==> src/rtl/bubble_pkg.sv <==
// Shared definitions for the bubble-sort sequencer: state encoding, ALU opcode, default widths.
package bubble_pkg;

  localparam int unsigned W_DEF     = 16;
  localparam int unsigned DEPTH_DEF = 8;

  localparam logic OP_CMP = 1'b1;

  typedef enum logic [3:0] {
    IDLE,
    RD_A,
    RD_B,
    LATCH_B,
    CMP,
    WR_A,
    WR_B,
    NEXT,
    DONE
  } state_t;

endpackage

==> src/rtl/bubble_sort_ctrl.sv <==
// Bubble-sorts len words of an external synchronous RAM in place, ascending,
// using the shared ALU compare; a pass with no swaps ends the sort early.
module bubble_sort_ctrl
  import bubble_pkg::*;
#(
  parameter int unsigned W     = W_DEF,
  parameter int unsigned DEPTH = DEPTH_DEF,
  parameter int unsigned AW    = $clog2(DEPTH)
) (
  input  logic          clk,
  input  logic          rst,
  input  logic          start,
  input  logic [AW:0]   len,
  output logic          busy,
  output logic          done,
  output logic [AW-1:0] mem_addr,
  input  logic [W-1:0]  mem_rd_data,
  output logic          mem_wr_en,
  output logic [W-1:0]  mem_wr_data,
  output logic [W-1:0]  alu_op1,
  output logic [W-1:0]  alu_op2,
  output logic          alu_operation,
  input  logic          alu_lt
);

  localparam int unsigned LW = AW + 1;

  state_t        state, state_next;
  logic [AW-1:0] i, i_next;
  logic [AW-1:0] last, last_next;
  logic          swapped, swapped_next;
  logic [W-1:0]  reg_a, reg_b;
  logic [AW:0]   len_eff;

  assign alu_op1 = reg_b;
  assign alu_op2 = reg_a;

  // State register
  always_ff @(posedge clk) begin
    if (rst) state <= IDLE;
    else     state <= state_next;
  end

  // Next-state and loop-index decisions
  always_comb begin
    state_next   = state;
    i_next       = i;
    last_next    = last;
    swapped_next = swapped;
    len_eff      = (len > LW'(DEPTH)) ? LW'(DEPTH) : len;
    case (state)
      IDLE: begin
        if (start) begin
          if (len_eff >= LW'(2)) begin
            i_next       = '0;
            last_next    = AW'(len_eff - LW'(1));
            swapped_next = 1'b0;
            state_next   = RD_A;
          end else begin
            state_next = DONE;
          end
        end
      end
      RD_A:    state_next = RD_B;
      RD_B:    state_next = LATCH_B;
      LATCH_B: state_next = CMP;
      // Strict less-than keeps equal neighbours in place
      CMP:     state_next = alu_lt ? WR_A : NEXT;
      WR_A:    state_next = WR_B;
      WR_B: begin
        swapped_next = 1'b1;
        state_next   = NEXT;
      end
      NEXT: begin
        if ((i + AW'(1)) < last) begin
          i_next     = i + AW'(1);
          state_next = RD_A;
        end else if (!swapped || (last == AW'(1))) begin
          state_next = DONE;
        end else begin
          last_next    = last - AW'(1);
          i_next       = '0;
          swapped_next = 1'b0;
          state_next   = RD_A;
        end
      end
      DONE:    state_next = IDLE;
      default: state_next = IDLE;
    endcase
  end

  // Datapath and registered outputs, decoded from the state being entered
  always_ff @(posedge clk) begin
    if (rst) begin
      i             <= '0;
      last          <= '0;
      swapped       <= 1'b0;
      reg_a         <= '0;
      reg_b         <= '0;
      busy          <= 1'b0;
      done          <= 1'b0;
      mem_addr      <= '0;
      mem_wr_en     <= 1'b0;
      mem_wr_data   <= '0;
      alu_operation <= 1'b0;
    end else begin
      i       <= i_next;
      last    <= last_next;
      swapped <= swapped_next;
      if (state == RD_B)    reg_a <= mem_rd_data;
      if (state == LATCH_B) reg_b <= mem_rd_data;

      busy          <= (state_next != IDLE) && (state_next != DONE);
      done          <= (state_next == DONE);
      mem_wr_en     <= (state_next == WR_A) || (state_next == WR_B);
      alu_operation <= (state_next == CMP) ? OP_CMP : ~OP_CMP;

      case (state_next)
        RD_A:    mem_addr <= i_next;
        RD_B:    mem_addr <= i_next + AW'(1);
        WR_A: begin
          mem_addr    <= i_next;
          mem_wr_data <= reg_b;
        end
        WR_B: begin
          mem_addr    <= i_next + AW'(1);
          mem_wr_data <= reg_a;
        end
        default: ;
      endcase
    end
  end

endmodule

==> config.mk <==
export PLATFORM = sky130hd
export DESIGN_NAME = bubble_sort_ctrl
export DESIGN_NICKNAME = d
export VERILOG_FILES = /design/src/rtl/bubble_pkg.sv /design/src/rtl/bubble_sort_ctrl.sv
export SDC_FILE = /design/constraint.sdc
export NUM_CORES = 1
export LEC_CHECK = 0
export CAP_MARGIN = 20
export CORE_MARGIN = 5
export CORE_UTILIZATION = 52
export DETAILED_ROUTE_END_ITERATION = 8
export PLACE_DENSITY = 0.86
export SETUP_SLACK_MARGIN = 0.15
export SYNTH_ARGS = -nofsm -noshare
export SYNTH_HDL_FRONTEND = slang
export SYNTH_SLANG_ARGS = --single-unit
==> constraint.sdc <==
create_clock -name clk -period 7.1 [get_ports clk]
set_input_delay 1.42 -clock clk [delete_from_list [all_inputs] [get_ports clk]]
set_output_delay 1.42 -clock clk [all_outputs]
set_load 0.02 [all_outputs]
==> results_dict.tcl <==
set metrics [dict create \
    worstHoldPathType "flop to flop" \
    groute.usage.overall_pct 21.9 \
    ys_async_sr_fraction_pct 0 \
    p_leak_uw 0.00133 \
    clk_pin_slew_ps 70 \
    ys_seq_area_share_pct 45.7 \
    path_class "input port to flop" \
    syn-num-nets 378 \
    slew_headroom_pct 43.5 \
    maxCapViolations 0 \
    syn_inst 346 \
    critPathArrivalTime_ps 3870 \
    finalNetCount 447 \
    pwr_density_cell_nw_per_um2 225 \
    rsz0062_at_grt "no" \
    total_power_uw 865 \
    ir_drop_v 0.000150 \
    syn_area_um2 2890 \
    regArea_um2 1320 \
    n_antenna_cell 0 \
    finalMaxSlewViolations 0 \
    cts_tree "yes" \
    vias_per_cell 5.56 \
    hpwl_um 5200 \
    dr.pass1.iters 4 \
    cts-hold-fix-buffers 0 \
    die_h_um 84.5 \
    route.detailed.drc 0 \
    yosysUniqueCellTypes 49 \
    numCtsBuffers 9 \
    finClkSkew_ps 8.39 \
    multi_input_area_um2 1420 \
    cts.sink_count 66 \
    numPortBuffers 78 \
    num_vias 2723 \
    fillerInstances 423 \
    core_um2 5440 \
    ys_warn_count 0 \
    hold_viol 0 \
    fin_crit_sh_pct 50.5 \
    cts-resized-gates 0 \
    place_congestion 0.836 \
    initial_core_util_pct 53.1 \
    cp-end-kind "flop" \
    grt_remaining_overflow 0 \
    timing.fmax_ghz 0.279 \
    cts_buffer_depth 2 \
    grt_pass1_vias 2622 \
    layout-drive-gt1-share_pct 6.94 \
    antenna_found_initial 0 \
    ys_dominant_reg_cell "dfxtp_1" \
    start_kind "input port" \
    status "finished clean" \
    drtIter0Drc 214 \
    grt_max_degree 67 \
    worst_pin_slew_ps 847 \
    postCtsSetupBuffers 0 \
    cp_max_fo 7 \
    clockRootBuffer "clkbuf_8" \
    clk_latency_ps 340 \
    htreeDepth 3 \
    synth_edf_count 0 \
    ys_seq_elements 66 \
    min_period_ps 3590 \
    io_pins 79 \
    grt_pass1_wl_um 12700 \
    wire_per_inst_um 15.8 \
    setup_viol 0 \
    die_x_um 84.5 \
    dieArea_um2 7150 \
    fp-row-count 27 \
    syn2layout_area_growth_pct 33.3 \
    fin_tns_setup_ps 0 \
    syn_area_per_cell_um2 8.35 \
    crit_required_ps 7380 \
    postRouteWirelength_um 7760 \
    ant_nets 0 \
]
==> report_power, final <==
part	internal, µW	switching (µW)	leakage (µW)
logic	70.6	99.2	0.000707
registers	390	18.6	0.000535
clock network	151	136	0.0000903
total	612	253	0.00133
==> area by class of cell <==
class	instances	share of cell area, %
multi-input cells	251	36.9
flip-flops and latches	66	34.3
repair buffers	82	21.3
clock buffers	12	4.29
well taps	72	2.34
inverters	5	0.487
clock inverters	2	0.325
==> kinds of logic after synthesis <==
logic type      Yosys count  share of synthesized area [%]
simple gates            140                           22.6
compound gates           99                           21.7
flops                    66                           45.7
buf+inv                  29                           5.20
fa+ha+maj                 8                           3.46
xor+xnor                  3                          0.910
mux                       1                          0.390
==> state kept, by name, summed over array words and instances, names as in the netlist, 3 cells and up <==
signal	cells
state	4
mem_wr_data	16
alu_op2	16
last	3
alu_op1	16
i	3
mem_addr	3
==> per-layer routing <==
metal	share of wire [%]	vias up	track usage, %
met3	8.5	8	7.56
met1	42	1274	27.4
met5	0	-	0
met4	1.5	0	8.92
met2	48	100	34.5
li1	-	1341	-
==> cells in the mapped netlist (3+ instances only) <==
master / number / share of area [%]
dfxtp_1: 66 / 46
o21a_1: 3 / 0.78
o21ai_0: 3 / 0.52
inv_1: 5 / 0.65
a21oi_1: 57 / 9.9
nand2_1: 88 / 11
o221ai_1: 16 / 4.9
buf_2: 6 / 1.0
nand2b_1: 6 / 1.3
buf_4: 3 / 0.78
ha_1: 8 / 3.5
clkbuf_1: 12 / 1.6
nor2b_1: 8 / 1.7
nor3_1: 5 / 0.87
nor2_1: 16 / 2.1
buf_6: 3 / 1.2
==> metrics by stage <==
step | cell area (µm²) | cells | utilization, % | setup WS [ps] | hold WS (ps)
3_3_place_gp | 3640 | 474 | 67.0 | 3230 | 440
3_5_place_dp | 3640 | 474 | 67.0 | 3140 | 444
5_1_grt | 3850 | 490 | 70.8 | 3320 | 473
2_1_floorplan | 2890 | 346 | - | 3910 | 428
6_report | 3850 | 490 | 70.8 | 3510 | 448
4_1_cts | 3820 | 488 | 70.3 | 3490 | 452
==> path summary, 6_finish.rpt <==
kind | start | to | slack [ps] | cells after the start
setup / recovery | len[3] | mem_addr[2] | 3510 | 11
hold / removal | mem_wr_data[4] | mem_wr_data[4] | 450 | 2
setup reg to reg | i[0] | mem_addr[2] | 4480 | 11
hold reg to reg | mem_wr_data[4] | mem_wr_data[4] | 450 | 2
==> worst max-delay path: stages <==
cell             delay [ps]
clkdlybuf4s50_1         570
nand2b_1                210
ha_1                    210
nor4_4                   50
nand4b_2                280
inv_1                   150
nor2_4                   70
mux2_2                  270
ha_1                    200
a221o_1                 310
a31oi_1                 110
==> placed cells by master, fill, tap and decap left out, drive strengths merged, types with 2 or more instances in the layout <==
| cell | netlist | layout |
|---|---|---|
| nand2 | 89 | 89 |
| clkdlybuf4s50 | 0 | 77 |
| dfxtp | 66 | 66 |
| a21oi | 58 | 58 |
| nor2 | 17 | 17 |
| o221ai | 16 | 16 |
| clkbuf | 12 | 12 |
| nor2b | 8 | 8 |
| ha | 8 | 8 |
| nand2b | 6 | 6 |
| inv | 5 | 5 |
| nor3 | 5 | 5 |
| o21ai | 5 | 5 |
| buf | 12 | 5 |
| and2 | 4 | 4 |
| o21a | 3 | 3 |
| nor4 | 3 | 3 |
| o211ai | 2 | 2 |
| nand3b | 2 | 2 |
| a31oi | 2 | 2 |
| xnor2 | 2 | 2 |
| a221oi | 2 | 2 |
No activity file was read; power rests on OpenSTA's default activity.
